==> config.mk <==
export PLATFORM = sky130hd
export DESIGN_NAME = riscv_core_branch_redirect_ctrl_flat
export DESIGN_NICKNAME = d
export VERILOG_FILES = /design/src/rtl/riscv_core_pkg.sv /design/src/rtl/riscv_core_branch_redirect_ctrl_if.sv /design/src/rtl/riscv_core_branch_unit.sv /design/src/rtl/riscv_core_branch_redirect_ctrl.sv /design/src/flat_wrapper.sv
export SDC_FILE = /design/constraint.sdc
export NUM_CORES = 1
export LEC_CHECK = 0
export CAP_MARGIN = 20
export CORE_MARGIN = 4
export CORE_UTILIZATION = 46
export DETAILED_ROUTE_END_ITERATION = 8
export GPL_TIMING_DRIVEN = 0
export PLACE_DENSITY_LB_ADDON = 0.08
export SYNTH_ARGS = -nofsm -noshare
export SYNTH_HDL_FRONTEND = slang
export SYNTH_SLANG_ARGS = --single-unit
==> constraint.sdc <==
create_clock -name i_clk -period 5.9 [get_ports i_clk]
set_clock_uncertainty 0.2 [all_clocks]
set_input_delay 1.475 -clock i_clk [delete_from_list [all_inputs] [get_ports i_clk]]
set_output_delay 1.475 -clock i_clk [all_outputs]
set_load 0.005 [all_outputs]
==> src/rtl/riscv_core_pkg.sv <==
// Shared types and constants for the core's branch/jump resolution logic.
package riscv_core_pkg;

  // Kind of control-transfer instruction handed over by the execute stage.
  typedef enum logic [1:0] {
    BR   = 2'b00,
    JAL  = 2'b01,
    JALR = 2'b10,
    RSVD = 2'b11
  } bru_type_e;

  // Sequencing states of the redirect controller.
  typedef enum logic [1:0] {
    IDLE     = 2'b00,
    RESOLVE  = 2'b01,
    REDIRECT = 2'b10,
    EXC      = 2'b11
  } bru_state_e;

  // Conditional-branch funct3 encodings.
  localparam logic [2:0] BEQ  = 3'b000;
  localparam logic [2:0] BNE  = 3'b001;
  localparam logic [2:0] BLT  = 3'b100;
  localparam logic [2:0] BGE  = 3'b101;
  localparam logic [2:0] BLTU = 3'b110;
  localparam logic [2:0] BGEU = 3'b111;

endpackage

==> src/rtl/riscv_core_branch_redirect_ctrl_if.sv <==
// Request / redirect / exception bundle between execute, fetch and trap logic.
interface riscv_core_branch_redirect_ctrl_if #(
  parameter int XLEN  = 64,
  parameter int CNT_W = 32
);

  logic              i_bru_valid;
  logic              o_bru_ready;
  logic [1:0]        i_bru_type;
  logic [2:0]        i_bru_funct3;
  logic [XLEN-1:0]   i_bru_srcA;
  logic [XLEN-1:0]   i_bru_srcB;
  logic [XLEN-1:0]   i_bru_pc;
  logic [XLEN-1:0]   i_bru_target;
  logic              i_bru_is_rvc;
  logic [XLEN-1:0]   i_bru_pred_pc;
  logic              i_kill;
  logic              o_redir_valid;
  logic              i_redir_ready;
  logic [XLEN-1:0]   o_redir_pc;
  logic              o_flush;
  logic              o_exc_valid;
  logic [XLEN-1:0]   o_exc_tval;
  logic              i_exc_ack;
  logic              o_busy;
  logic [CNT_W-1:0]  o_mispredict_cnt;

  // Pipeline side: issues requests, kill, and the fetch/trap responses.
  modport master (
    output i_bru_valid, i_bru_type, i_bru_funct3, i_bru_srcA, i_bru_srcB,
           i_bru_pc, i_bru_target, i_bru_is_rvc, i_bru_pred_pc, i_kill,
           i_redir_ready, i_exc_ack,
    input  o_bru_ready, o_redir_valid, o_redir_pc, o_flush, o_exc_valid,
           o_exc_tval, o_busy, o_mispredict_cnt
  );

  // Controller side.
  modport slave (
    input  i_bru_valid, i_bru_type, i_bru_funct3, i_bru_srcA, i_bru_srcB,
           i_bru_pc, i_bru_target, i_bru_is_rvc, i_bru_pred_pc, i_kill,
           i_redir_ready, i_exc_ack,
    output o_bru_ready, o_redir_valid, o_redir_pc, o_flush, o_exc_valid,
           o_exc_tval, o_busy, o_mispredict_cnt
  );

endinterface

==> src/rtl/riscv_core_branch_unit.sv <==
// Pure-combinational branch condition evaluator.
module riscv_core_branch_unit
  import riscv_core_pkg::*;
#(
  parameter int XLEN = 64
) (
  input  logic [XLEN-1:0] i_src_a,
  input  logic [XLEN-1:0] i_src_b,
  input  logic [2:0]      i_funct3,
  input  logic [1:0]      i_target_lo,
  output logic            o_istaken,
  output logic            o_addr_mismatch
);

  // Evaluate the funct3 condition; unused encodings never take.
  always_comb begin
    o_istaken = 1'b0;
    unique case (i_funct3)
      BEQ:     o_istaken = (i_src_a == i_src_b);
      BNE:     o_istaken = (i_src_a != i_src_b);
      BLT:     o_istaken = ($signed(i_src_a) <  $signed(i_src_b));
      BGE:     o_istaken = ($signed(i_src_a) >= $signed(i_src_b));
      BLTU:    o_istaken = (i_src_a <  i_src_b);
      BGEU:    o_istaken = (i_src_a >= i_src_b);
      default: o_istaken = 1'b0;
    endcase
  end

  // Target not 4-byte aligned (only meaningful for cores without C).
  assign o_addr_mismatch = |i_target_lo;

endmodule

==> src/rtl/riscv_core_branch_redirect_ctrl.sv <==
// Execute-stage branch/jump resolution: compares the architectural next PC
// with the front-end prediction and issues redirect+flush or a misaligned
// target exception, while counting mispredicts.
module riscv_core_branch_redirect_ctrl
  import riscv_core_pkg::*;
#(
  parameter int XLEN  = 64,
  parameter int CNT_W = 32
) (
  input  logic                               i_clk,
  input  logic                               i_rst_n,
  riscv_core_branch_redirect_ctrl_if.slave   bus
);

  bru_state_e        state_q,     state_d;
  bru_type_e         type_q,      type_d;
  logic [2:0]        funct3_q,    funct3_d;
  logic [XLEN-1:0]   src_a_q,     src_a_d;
  logic [XLEN-1:0]   src_b_q,     src_b_d;
  logic [XLEN-1:0]   pc_q,        pc_d;
  logic [XLEN-1:0]   target_q,    target_d;
  logic              is_rvc_q,    is_rvc_d;
  logic [XLEN-1:0]   pred_pc_q,   pred_pc_d;
  logic [XLEN-1:0]   redir_pc_q,  redir_pc_d;
  logic [XLEN-1:0]   exc_tval_q,  exc_tval_d;
  logic              flush_q,     flush_d;
  logic [CNT_W-1:0]  cnt_q,       cnt_d;

  logic              bru_ready;
  logic              br_taken;
  logic              addr_mis_unused;
  logic              taken;
  logic [XLEN-1:0]   seq_pc;
  logic [XLEN-1:0]   next_pc;
  logic              misaligned;
  logic              mispredict;

  riscv_core_branch_unit #(.XLEN(XLEN)) u_branch_unit (
    .i_src_a         (src_a_q),
    .i_src_b         (src_b_q),
    .i_funct3        (funct3_q),
    .i_target_lo     (target_q[1:0]),
    .o_istaken       (br_taken),
    .o_addr_mismatch (addr_mis_unused)
  );

  assign bru_ready = (state_q == IDLE) & ~bus.i_kill;

  // Resolve the registered request: direction, architectural next PC, checks.
  always_comb begin
    taken = 1'b0;
    unique case (type_q)
      BR:      taken = br_taken;
      JAL:     taken = 1'b1;
      JALR:    taken = 1'b1;
      default: taken = 1'b0;
    endcase
    seq_pc     = pc_q + (is_rvc_q ? XLEN'(2) : XLEN'(4));
    next_pc    = taken ? target_q : seq_pc;
    misaligned = taken & target_q[0];
    mispredict = (next_pc != pred_pc_q);
  end

  // Next-state and register-update logic for the sequencing FSM.
  always_comb begin
    state_d    = state_q;
    type_d     = type_q;
    funct3_d   = funct3_q;
    src_a_d    = src_a_q;
    src_b_d    = src_b_q;
    pc_d       = pc_q;
    target_d   = target_q;
    is_rvc_d   = is_rvc_q;
    pred_pc_d  = pred_pc_q;
    redir_pc_d = redir_pc_q;
    exc_tval_d = exc_tval_q;
    flush_d    = 1'b0;
    cnt_d      = cnt_q;

    unique case (state_q)
      IDLE: begin
        if (bus.i_bru_valid && bru_ready) begin
          type_d    = bru_type_e'(bus.i_bru_type);
          funct3_d  = bus.i_bru_funct3;
          src_a_d   = bus.i_bru_srcA;
          src_b_d   = bus.i_bru_srcB;
          pc_d      = bus.i_bru_pc;
          target_d  = bus.i_bru_target;
          is_rvc_d  = bus.i_bru_is_rvc;
          pred_pc_d = bus.i_bru_pred_pc;
          state_d   = RESOLVE;
        end
      end
      RESOLVE: begin
        if (misaligned) begin
          if (bus.i_kill) begin
            state_d = IDLE;
          end else begin
            exc_tval_d = target_q;
            flush_d    = 1'b1;
            state_d    = EXC;
          end
        end else if (mispredict) begin
          if (!(&cnt_q)) begin
            cnt_d = cnt_q + CNT_W'(1);
          end
          if (bus.i_kill) begin
            state_d = IDLE;
          end else begin
            redir_pc_d = next_pc;
            flush_d    = 1'b1;
            state_d    = REDIRECT;
          end
        end else begin
          state_d = IDLE;
        end
      end
      REDIRECT: begin
        if (bus.i_kill || bus.i_redir_ready) begin
          state_d = IDLE;
        end
      end
      EXC: begin
        if (bus.i_kill || bus.i_exc_ack) begin
          state_d = IDLE;
        end
      end
      default: state_d = IDLE;
    endcase
  end

  // State and datapath registers with asynchronous active-low reset.
  always_ff @(posedge i_clk or negedge i_rst_n) begin
    if (!i_rst_n) begin
      state_q    <= IDLE;
      type_q     <= BR;
      funct3_q   <= '0;
      src_a_q    <= '0;
      src_b_q    <= '0;
      pc_q       <= '0;
      target_q   <= '0;
      is_rvc_q   <= 1'b0;
      pred_pc_q  <= '0;
      redir_pc_q <= '0;
      exc_tval_q <= '0;
      flush_q    <= 1'b0;
      cnt_q      <= '0;
    end else begin
      state_q    <= state_d;
      type_q     <= type_d;
      funct3_q   <= funct3_d;
      src_a_q    <= src_a_d;
      src_b_q    <= src_b_d;
      pc_q       <= pc_d;
      target_q   <= target_d;
      is_rvc_q   <= is_rvc_d;
      pred_pc_q  <= pred_pc_d;
      redir_pc_q <= redir_pc_d;
      exc_tval_q <= exc_tval_d;
      flush_q    <= flush_d;
      cnt_q      <= cnt_d;
    end
  end

  assign bus.o_bru_ready      = bru_ready;
  assign bus.o_redir_valid    = (state_q == REDIRECT) & ~bus.i_kill;
  assign bus.o_redir_pc       = redir_pc_q;
  assign bus.o_flush          = flush_q;
  assign bus.o_exc_valid      = (state_q == EXC) & ~bus.i_kill;
  assign bus.o_exc_tval       = exc_tval_q;
  assign bus.o_busy           = (state_q != IDLE);
  assign bus.o_mispredict_cnt = cnt_q;

endmodule

==> src/flat_wrapper.sv <==
// flat-port wrapper written by rule: the top's interface ports become plain ports
module riscv_core_branch_redirect_ctrl_flat import riscv_core_pkg::*;
#(
  parameter int XLEN  = 64,
  parameter int CNT_W = 32
)
  (i_clk, i_rst_n, bus_i_bru_valid, bus_i_bru_type, bus_i_bru_funct3, bus_i_bru_srcA, bus_i_bru_srcB, bus_i_bru_pc, bus_i_bru_target, bus_i_bru_is_rvc, bus_i_bru_pred_pc, bus_i_kill, bus_i_redir_ready, bus_i_exc_ack, bus_o_bru_ready, bus_o_redir_valid, bus_o_redir_pc, bus_o_flush, bus_o_exc_valid, bus_o_exc_tval, bus_o_busy, bus_o_mispredict_cnt);
  riscv_core_branch_redirect_ctrl_if #(.XLEN(XLEN), .CNT_W(CNT_W)) bus_i ();
  input  logic i_clk;
  input  logic i_rst_n;
  input wire logic [$bits(bus_i.i_bru_valid)-1:0] bus_i_bru_valid;
  input wire logic [$bits(bus_i.i_bru_type)-1:0] bus_i_bru_type;
  input wire logic [$bits(bus_i.i_bru_funct3)-1:0] bus_i_bru_funct3;
  input wire logic [$bits(bus_i.i_bru_srcA)-1:0] bus_i_bru_srcA;
  input wire logic [$bits(bus_i.i_bru_srcB)-1:0] bus_i_bru_srcB;
  input wire logic [$bits(bus_i.i_bru_pc)-1:0] bus_i_bru_pc;
  input wire logic [$bits(bus_i.i_bru_target)-1:0] bus_i_bru_target;
  input wire logic [$bits(bus_i.i_bru_is_rvc)-1:0] bus_i_bru_is_rvc;
  input wire logic [$bits(bus_i.i_bru_pred_pc)-1:0] bus_i_bru_pred_pc;
  input wire logic [$bits(bus_i.i_kill)-1:0] bus_i_kill;
  input wire logic [$bits(bus_i.i_redir_ready)-1:0] bus_i_redir_ready;
  input wire logic [$bits(bus_i.i_exc_ack)-1:0] bus_i_exc_ack;
  output wire logic [$bits(bus_i.o_bru_ready)-1:0] bus_o_bru_ready;
  output wire logic [$bits(bus_i.o_redir_valid)-1:0] bus_o_redir_valid;
  output wire logic [$bits(bus_i.o_redir_pc)-1:0] bus_o_redir_pc;
  output wire logic [$bits(bus_i.o_flush)-1:0] bus_o_flush;
  output wire logic [$bits(bus_i.o_exc_valid)-1:0] bus_o_exc_valid;
  output wire logic [$bits(bus_i.o_exc_tval)-1:0] bus_o_exc_tval;
  output wire logic [$bits(bus_i.o_busy)-1:0] bus_o_busy;
  output wire logic [$bits(bus_i.o_mispredict_cnt)-1:0] bus_o_mispredict_cnt;
  assign bus_i.i_bru_valid = bus_i_bru_valid;
  assign bus_i.i_bru_type = bus_i_bru_type;
  assign bus_i.i_bru_funct3 = bus_i_bru_funct3;
  assign bus_i.i_bru_srcA = bus_i_bru_srcA;
  assign bus_i.i_bru_srcB = bus_i_bru_srcB;
  assign bus_i.i_bru_pc = bus_i_bru_pc;
  assign bus_i.i_bru_target = bus_i_bru_target;
  assign bus_i.i_bru_is_rvc = bus_i_bru_is_rvc;
  assign bus_i.i_bru_pred_pc = bus_i_bru_pred_pc;
  assign bus_i.i_kill = bus_i_kill;
  assign bus_i.i_redir_ready = bus_i_redir_ready;
  assign bus_i.i_exc_ack = bus_i_exc_ack;
  assign bus_o_bru_ready = bus_i.o_bru_ready;
  assign bus_o_redir_valid = bus_i.o_redir_valid;
  assign bus_o_redir_pc = bus_i.o_redir_pc;
  assign bus_o_flush = bus_i.o_flush;
  assign bus_o_exc_valid = bus_i.o_exc_valid;
  assign bus_o_exc_tval = bus_i.o_exc_tval;
  assign bus_o_busy = bus_i.o_busy;
  assign bus_o_mispredict_cnt = bus_i.o_mispredict_cnt;
  riscv_core_branch_redirect_ctrl #(.XLEN(XLEN), .CNT_W(CNT_W)) u_core (.i_clk(i_clk), .i_rst_n(i_rst_n), .bus(bus_i));
endmodule
; ---- After elaboration in Yosys (flattened, before gate mapping)
; Index checks and enable logic that the tools add are counted.
[op_classes]
n_addsub = 2
n_mul = 0
div_mod_pow = 0
n_lt_le_gt_ge = 4
eq_ne = 16
shift = 0
mux = 16
bitwise = 7
n_reduce_logical = 14
[ops]
columns = operator, n
row1 = >= comparator 64 bit, 2
row2 = < comparator 64 bit, 2
row3 = inequality test 64 bit, 2
row4 = adder 64 bit, 1
row5 = equality test 64 bit, 1
row6 = two-way mux 64 bit, 1
row7 = "adder 32 x 1 -> 32 bit, second input constant", 1
row8 = AND reduction 32 bit, 1
row9 = two-way mux 2 bit, 7
row10 = "equality test 3 bit, second input constant", 4
row11 = one-hot mux 2 bit (4 select lines), 1
row12 = AND reduction 4 bit, 2
row13 = "equality test 2 bit, second input constant", 3
row14 = one-hot mux 1 bit (6 select lines), 1
row15 = AND reduction 3 bit, 2
row16 = bitwise AND 1 bit, 4
row17 = "equality test 2 x 1 -> 1 bit, second input constant", 2
row18 = logical NOT 2 bit, 2
row19 = two-way mux 1 bit, 4
row20 = "inequality test 2 x 1 -> 1 bit, second input constant", 2
row21 = "equality test 3 x 1 -> 1 bit, second input constant", 1
row22 = logical NOT 3 bit, 1
row23 = two-way mux 3 bit, 1
row24 = inverter 1 bit, 3
row25 = other kinds (7), 8
[word_totals]
ff_bits = 489
latchBits = 0
mem_bits_rw = 0
rom_bits = 0
inputBits = 332
output_inout_bits = 165
word_cells = 72
memories = 0

; ---- Longest topological paths before layout
; Gate-level depths: netlist (run 1).
[logic_depth]
word_depth = 8
depth_mapped = 20
ltp_nobuf = 16

; ---- By module
; Synthesis (run 1) repeated with hierarchy kept, for this count alone.
[unflattened]
hier_cells = 2244
hier_area_um2 = 25304.3
[modules_own_cells]
columns = module, instances, cells_per_inst, area_each_um2, seq_area_each_um2
row1 = riscv_core_branch_redirect_ctrl, 1, 2000, 23553.8, 12236.7
row2 = riscv_core_branch_unit, 1, 244, 1750.4, 0.0

; ---- Least setup slack after synthesis (run 1)
; Ideal clock, no wire load.
[synth_path]
kind = register to register
start = reg u_core.is_rvc_q
end = reg u_core.redir_pc_q[5] (netlist: u_core.bus.o_redir_pc[5])
setup_time_ps = 127
arrival_ps = 4690
required_ps = 5573
setup_slack_ps = 882
stages_incl_launch_ff = 19
path_buffers = 2
synth_period_minus_slack_ps = 5018
path_cell_list = dfrtp_1 ha_1 inv_1 fa_1 nand4b_1 nor4_4 nand2_1 or3_1 xnor2_1 xnor2_1 o211ai_1 mux2i_1 o221ai_1 or4_1 or4_1 buf_6 nand2_8 buf_12 mux2_1
[synth_between]
elab_chain_cells = 5
[synth_lines]
columns = element, line
row1 = from (decl), riscv_core_branch_redirect_ctrl.sv:22  ; logic is_rvc_q, is_rvc_d;
row2 = from (signal assigned), riscv_core_branch_redirect_ctrl.sv:156  ; is_rvc_q <= is_rvc_d;
row3 = two-way mux 3 bit *, riscv_core_branch_redirect_ctrl.sv:58  ; seq_pc = pc_q + (is_rvc_q ? XLEN'(2) : XLEN'(4));
row4 = adder 64 bit *, riscv_core_branch_redirect_ctrl.sv:58
row5 = two-way mux 64 bit *, riscv_core_branch_redirect_ctrl.sv:59  ; next_pc = taken ? target_q : seq_pc;
row6 = inequality test 64 bit, riscv_core_branch_redirect_ctrl.sv:61  ; mispredict = (next_pc != pred_pc_q);
row7 = AND reduction 4 bit (no line), --
row8 = to (signal assigned), riscv_core_branch_redirect_ctrl.sv:158  ; redir_pc_q <= redir_pc_d;
row9 = to (decl), riscv_core_branch_redirect_ctrl.sv:24  ; logic [XLEN-1:0] redir_pc_q, redir_pc_d;
; Mark *: on every way between the ends. The rest lies on a longest branch, timed or not.
; A chain may end at the register's enable or synchronous reset.

; ---- Worst setup path in the final report (run 1)
; Ends and elaborated chain as after synthesis.

==> results of run 1 <==
metrics by stage:
stage	TNS, ns	std cells	setup slack [ns]	hold slack [ns]
finish	0	3508	0.0916	0.275
global route	-0.00275	3507	-0.00275	0.292
CTS	0	3486	0.0216	0.282
detailed placement	-89.32	3386	-0.773	0.264
global placement	-9234.55	3381	-18.79	0.250
floorplan	0	2205	0.882	0.259
area by class of cell:
| type | count | area share |
|---|---|---|
| Timing Repair Buffer | 518 | 0.160 |
| Antenna cell | 9 | 0.000693 |
| Multi-Input combinational cell | 1482 | 0.345 |
| Inverter | 138 | 0.0159 |
| Sequential cell | 489 | 0.377 |
| Clock buffer | 71 | 0.0470 |
| Tap cell | 680 | 0.0262 |
| Buffer | 96 | 0.0154 |
| Clock inverter | 25 | 0.0123 |
critical path: stages (launching register included):
cell and delay [ns]:
dfrtp_1 0.37, ha_1 0.17, inv_1 0.05, fa_1 0.42, nand4b_1 0.19, buf_4 0.18
nor4_4 0.13, buf_4 0.21, buf_4 0.22, nand2_2 0.16, or3_4 0.38, xnor2_2 0.27
xnor2_1 0.19, o211ai_1 0.12, mux2i_1 0.26, o221ai_1 0.17, or4_4 0.58, or4_1 0.57
buf_6 0.17, nand2_8 0.17, buf_12 0.19, mux2_1 0.32
flip-flops by register name, indices dropped and copies added (netlist names):
register and flops:
u_core.is_rvc_q 1, u_core.src_b_q 64, u_core.target_q 64, u_core.src_a_q 64, u_core.pred_pc_q 64, u_core.state_q 2
u_core.pc_q 64, u_core.bus.o_redir_pc 64, u_core.bus.o_flush 1, u_core.type_q 2, u_core.bus.o_mispredict_cnt 32, u_core.funct3_q 3
u_core.bus.o_exc_tval 64
what timing repair did:
item,4_1_cts,5_1_grt
resized for setup,27,25
pin swaps,3,11
setup endpoints to repair,162,132
setup buffers,4,13
per-layer routing:
layer  wire, um  track usage
met4       3700        0.125
met3       7720       0.0702
met1      39500        0.438
met5         59            0
met2      41800        0.490
worst max-delay path by stage:
| stage | start | end | slack [ns] |
|---|---|---|---|
| after floorplan | u_core.is_rvc_q$_DFFE_PN0P_ | u_core.bus.o_redir_pc[5]$_DFFE_PN0P_ | 0.88 |
| after global placement | i_rst_n | u_core.bus.o_exc_tval[35]$_DFFE_PN0P_ | -18.79 |
| after detailed placement | u_core.src_a_q[15]$_DFFE_PN0P_ | u_core.bus.o_redir_pc[5]$_DFFE_PN0P_ | -0.77 |
| after CTS | u_core.is_rvc_q$_DFFE_PN0P_ | u_core.bus.o_redir_pc[5]$_DFFE_PN0P_ | 0.02 |
| after global routing | u_core.is_rvc_q$_DFFE_PN0P_ | u_core.bus.o_redir_pc[5]$_DFFE_PN0P_ | -0.003 |
| final | u_core.is_rvc_q$_DFFE_PN0P_ | u_core.bus.o_redir_pc[5]$_DFFE_PN0P_ | 0.09 |
synth_stat cells, types with 11 or more instances:
library cell | instances | share of area
a21oi_1 | 65 | 0.013
and3_1 | 28 | 0.0072
buf_1 | 15 | 0.0023
clkbuf_1 | 64 | 0.0099
dfrtp_1 | 489 | 0.50
ha_1 | 69 | 0.036
inv_1 | 138 | 0.021
mux2_2 | 263 | 0.12
mux2_4 | 40 | 0.025
mux2i_1 | 31 | 0.013
nand2_1 | 226 | 0.035
nand2b_1 | 11 | 0.0028
nand3_1 | 54 | 0.011
nand4_1 | 43 | 0.011
nor2_1 | 110 | 0.017
nor2b_1 | 11 | 0.0028
nor3_1 | 29 | 0.0060
nor4_1 | 22 | 0.0057
o211ai_1 | 14 | 0.0043
o21ai_0 | 167 | 0.034
o22ai_1 | 16 | 0.0041
xnor2_1 | 70 | 0.025
xor2_1 | 66 | 0.024
power by group through the flow:
stage | sequential (W) | combinational [W] | clock (W)
3_3_place_gp | 0.00634 | 0.00950 | 0
5_1_grt | 0.00655 | 0.0108 | 0.00387
6_report | 0.00640 | 0.0102 | 0.00369
3_5_place_dp | 0.00638 | 0.00966 | 0
2_1_floorplan | 0.00586 | 0.00563 | 0
4_1_cts | 0.00634 | 0.00985 | 0.00373
cells by family after synthesis:
family / after synthesis / synth area share
fa+ha+maj: 70 / 0.0364
simple gates: 587 / 0.118
mux: 335 / 0.160
compound gates: 351 / 0.0882
xor+xnor: 139 / 0.0520
buf+inv: 234 / 0.0410
flops: 489 / 0.505
==> impl_metrics.env, run 1 <==
export IMPL_status="complete, no violations"
export IMPL_seq_power_share=0.315
export IMPL_p_switching_w=0.00878
export IMPL_postCtsHoldBufs=0
export IMPL_hold_viol=0
export IMPL_vias_per_cell=5.74
export IMPL_p_leak_nw=14.2
export IMPL_slew_headroom=0.185
export IMPL_synthFlopType="dfrtp_1"
export IMPL_synthCells=2205
export IMPL_cts_sinks=489
export IMPL_reg2reg_depth=21
export IMPL_syn_area_um2=24200
export IMPL_critical_path_class="reg2reg"
export IMPL_path_max_fanout=10
export IMPL_dr_pass1_iters=6
export IMPL_antenna_found_initial=13
export IMPL_synth_seq_cells=489
export IMPL_arrival_ns=6.10
export IMPL_yosysSeqAreaShare=0.505
export IMPL_core_area_um2=51700
export IMPL_fin_crit_ns=5.81
export IMPL_cp_required_ns=6.19
export IMPL_die_x_um=238
export IMPL_grt_first_pass_wirelength_um=133000
export IMPL_total_power_w=0.0203
export IMPL_io_buffers=496
export IMPL_min_from="u_core.bus.o_exc_tval[0]$_DFFE_PN0P_"
export IMPL_hold_path_class="reg2reg"
export IMPL_cts_inserted_buffers=54
export IMPL_irDropWorstVdd_uv=405
export IMPL_clkPwrFrac=0.182
export IMPL_ant_nets=0
export IMPL_nFillCells=4319
export IMPL_drtIter0Drc=1952
export IMPL_die_h_um=238
export IMPL_routed_wl_um=92800
export IMPL_power_density_nw_per_um2=624
export IMPL_multiInputGateArea_um2=11200
export IMPL_grt_start_max_net_pins=115
export IMPL_startpoint_type="flop"
export IMPL_start_util=0.469
export IMPL_ctsLongestPathBuffers=3
export IMPL_vias=20151
export IMPL_syn_num_nets=2607
export IMPL_clk_latency_ns=0.61
export IMPL_final_common_cell="clkdlybuf4s50_1"
export IMPL_setup_viol=0
export IMPL_synth_edf_count=0
export IMPL_gp_congestion=0.958
export IMPL_reg2reg_slack_ns=0.09
export IMPL_dpl_hpwl_um=71500
export IMPL_swShare=0.433
export IMPL_die_area_um2=56500
export IMPL_drive_above_1_share=0.173
export IMPL_route_detailed_drc=0
export IMPL_maxCapViolations=0
export IMPL_comb_power_share=0.503
export IMPL_hold_end="u_core.bus.o_exc_tval[0]$_DFFE_PN0P_"
export IMPL_cts_tree="yes"
export IMPL_grt_use_total=0.317
export IMPL_worst_pin_slew_ns=1.22
export IMPL_yosys_warnings=0
export IMPL_ctsHtreeMaxLevel=2
export IMPL_final_cell_mix="495 x clkdlybuf4s50_1, 489 x dfrtp_1, 263 x mux2_2"
export IMPL_cts_root_buf="clkbuf_16"
export IMPL_final_core_utilization=0.628
export IMPL_rows=83
export IMPL_wire_per_inst_um=26.5
export IMPL_path_clk_slew_ns=0.06
export IMPL_fmax_mhz=172
export IMPL_placed_area_um2=30200
export IMPL_area_growth_pct=33.9
export IMPL_hold_depth=1
export IMPL_end_kind="flop"
export IMPL_grt_pass1_vias=20395
export IMPL_num_io_pins=497
export IMPL_final_cell_area_um2=32500
export IMPL_grt_overflow_total=0
export IMPL_fin_crit_sh=0.984
export IMPL_timing_rr_end="u_core.bus.o_redir_pc[5]$_DFFE_PN0P_"
export IMPL_slew_viol_final=0
export IMPL_p_int_w=0.0115
export IMPL_ys_types=81
export IMPL_regArea_um2=12200
export IMPL_nets=3181
export IMPL_syn_avg_cell_area_um2=11.0
export IMPL_async_flop_share=1.00
export IMPL_r2r_start="u_core.is_rvc_q$_DFFE_PN0P_"
No activity file was read; power rests on OpenSTA's default activity.
==> inputs of run 2 (changes only) <==
--- a/config.mk
+++ b/config.mk
@@ -5,7 +5,6 @@
 export SDC_FILE = /design/constraint.sdc
 export NUM_CORES = 1
 export LEC_CHECK = 0
-export CAP_MARGIN = 20
 export CORE_MARGIN = 4
 export CORE_UTILIZATION = 46
 export DETAILED_ROUTE_END_ITERATION = 8
==> run 2 against run 1 <==
  * Combinational power hardly changed
  * Critical path depth is 3 lower
  * Cell count is 0.20% lower
  * Power is 1.8% lower
  * Sequential share of layout area is 0.20 points higher
  * Setup slack worse by 0.0040 ns
  * Sequential power hardly changed
  * Maximum frequency hardly changed
  * Largest power group unchanged
==> impl_metrics.env, run 2 (synthesis results as in run 1) <==
export IMPL_grt_overflow_total=0
export IMPL_critical_path_class="reg2reg"
export IMPL_dpl_hpwl_um=71300
export IMPL_vias_per_cell=5.72
export IMPL_startpoint_type="flop"
export IMPL_total_power_w=0.0199
export IMPL_critPathMaxStageDelay_ns=0.52
export IMPL_gp_congestion=0.958
export IMPL_path_clk_slew_ns=0.06
export IMPL_worst_pin_slew_ns=1.17
export IMPL_cts_root_buf="clkbuf_16"
export IMPL_ant_nets=0
export IMPL_path_max_fanout=10
export IMPL_fin_crit_sh=0.985
export IMPL_vias=20041
export IMPL_slew_headroom=0.223
export IMPL_die_area_um2=56500
export IMPL_p_leak_nw=14.1
export IMPL_ctsLongestPathBuffers=3
export IMPL_postCtsHoldBufs=0
export IMPL_slowest_stage="or4_1"
export IMPL_setup_viol=0
export IMPL_ctsHtreeMaxLevel=2
export IMPL_cts_tree="yes"
export IMPL_path_buf_inv=4
export IMPL_slew_viol_final=0
export IMPL_die_x_um=238
export IMPL_clk_latency_ns=0.62
export IMPL_hold_path_class="reg2reg"
export IMPL_grt_use_total=0.319
export IMPL_arrival_ns=6.10
export IMPL_cp_required_ns=6.19
export IMPL_rows=83
export IMPL_fin_crit_ns=5.81
export IMPL_final_common_cell="clkdlybuf4s50_1"
export IMPL_nets=3177
export IMPL_drive_above_1_share=0.172
export IMPL_wire_per_inst_um=26.5
export IMPL_critical_path_top_delay_family="simple AND/OR/NAND/NOR gates"
export IMPL_io_buffers=496
export IMPL_grt_start_max_net_pins=115
export IMPL_end_kind="flop"
export IMPL_routed_wl_um=92600
export IMPL_area_growth_pct=33.2
export IMPL_irDropWorstVdd_uv=374
export IMPL_path_cells="ha_1, nand4_1, nor4_4, a21boi_0, o311a_1, o31a_1, nor3_2, nor2_2, clkbuf_4, clkbuf_4, a211o_1, o211ai_1, a2111o_1, or4_1, buf_6, nand2_8, buf_12, mux2_1"
export IMPL_power_density_nw_per_um2=617
export IMPL_cts_sinks=489
export IMPL_num_io_pins=497
export IMPL_antenna_found_initial=9
export IMPL_dr_pass1_iters=5
export IMPL_final_core_utilization=0.625
export IMPL_final_cell_mix="495 x clkdlybuf4s50_1, 489 x dfrtp_1, 263 x mux2_2"
export IMPL_drtIter0Drc=1768
export IMPL_crit_top_cell="clkbuf_4"
export IMPL_cts_inserted_buffers=53
export IMPL_core_area_um2=51700
export IMPL_maxCapViolations=0
export IMPL_route_detailed_drc=0
export IMPL_hold_viol=0
export IMPL_grt_first_pass_wirelength_um=134000
export IMPL_grt_pass1_vias=20465
export IMPL_status="complete, no violations"
export IMPL_nFillCells=4296
export IMPL_start_util=0.469
export IMPL_die_h_um=238
export IMPL_fmax_mhz=172
[run 2: repair_timing]
action	in CTS	in global routing
gates cloned	0	0
endpoints found under the setup margin	162	131
pin swaps	1	7
gates resized for setup	30	23
buffers inserted	4	11
[run 2: final cells by class]
type                    instances  area [um^2]  share of cell area
clock buffers                  73         1550              0.0481
clock inverters                22          205             0.00635
flip-flops and latches        489        12200               0.379
well taps                     680          851              0.0263
plain buffers                  96          502              0.0155
inverters                     138          518              0.0160
multi-input cells            1482        11200               0.347
repair buffers                515         5200               0.161
diodes                          6         15.0            0.000465
[run 2: routing by layer]
| layer | share of wire | GRT usage |
|---|---|---|
| met1 | 0.43 | 0.443 |
| met4 | 0.038 | 0.107 |
| met3 | 0.083 | 0.0730 |
| met5 | 0.00052 | 0 |
| met2 | 0.45 | 0.499 |
[run 2: path summary, 6_finish.rpt]
kind,slack [ns],depth (start not counted),endpoint,start
min,0.27,1,u_core.bus.o_exc_tval[0]$_DFFE_PN0P_,u_core.bus.o_exc_tval[0]$_DFFE_PN0P_
min reg2reg,0.27,1,u_core.bus.o_exc_tval[0]$_DFFE_PN0P_,u_core.bus.o_exc_tval[0]$_DFFE_PN0P_
max,0.09,18,u_core.bus.o_redir_pc[5]$_DFFE_PN0P_,u_core.src_a_q[15]$_DFFE_PN0P_
min in group asynchronous,0.60,1,u_core.src_a_q[12]$_DFFE_PN0P_,i_rst_n
max reg2reg,0.09,18,u_core.bus.o_redir_pc[5]$_DFFE_PN0P_,u_core.src_a_q[15]$_DFFE_PN0P_
max in group asynchronous,3.39,3,u_core.target_q[34]$_DFFE_PN0P_,i_rst_n
[run 2: power by group]
part,switching (W),leakage (nW),total (W),internal [W]
clock,0.00143,0.864,0.00339,0.00197
sequential,0.00150,5.92,0.00639,0.00489
combinational,0.00579,7.35,0.0101,0.00434
total,0.00871,14.1,0.0199,0.0112
[run 2: per-stage QoR]
stage	worst slack [ns]	instances	TNS (ns)	cell area, um^2	hold WS (ns)
floorplan	0.882	2205	0	24200	0.259
global placement	-18.79	3381	-9234.55	30100	0.250
detailed placement	-0.797	3385	-90.85	30200	0.258
CTS	0.0278	3484	0	32100	0.276
global route	-0.0148	3500	-0.0148	32300	0.282
finish	0.0876	3501	0	32300	0.271
[run 2: worst register-to-register path: cells and delay by family (launching register included)]
family	cells	cell delay [ns]
muxes	1	0.32
DFF	1	0.39
AOI/OAI and AO/OA	6	1.71
adders and majority gates	1	0.32
and+or+nand+nor	6	1.72
buffers and inverters	4	1.03
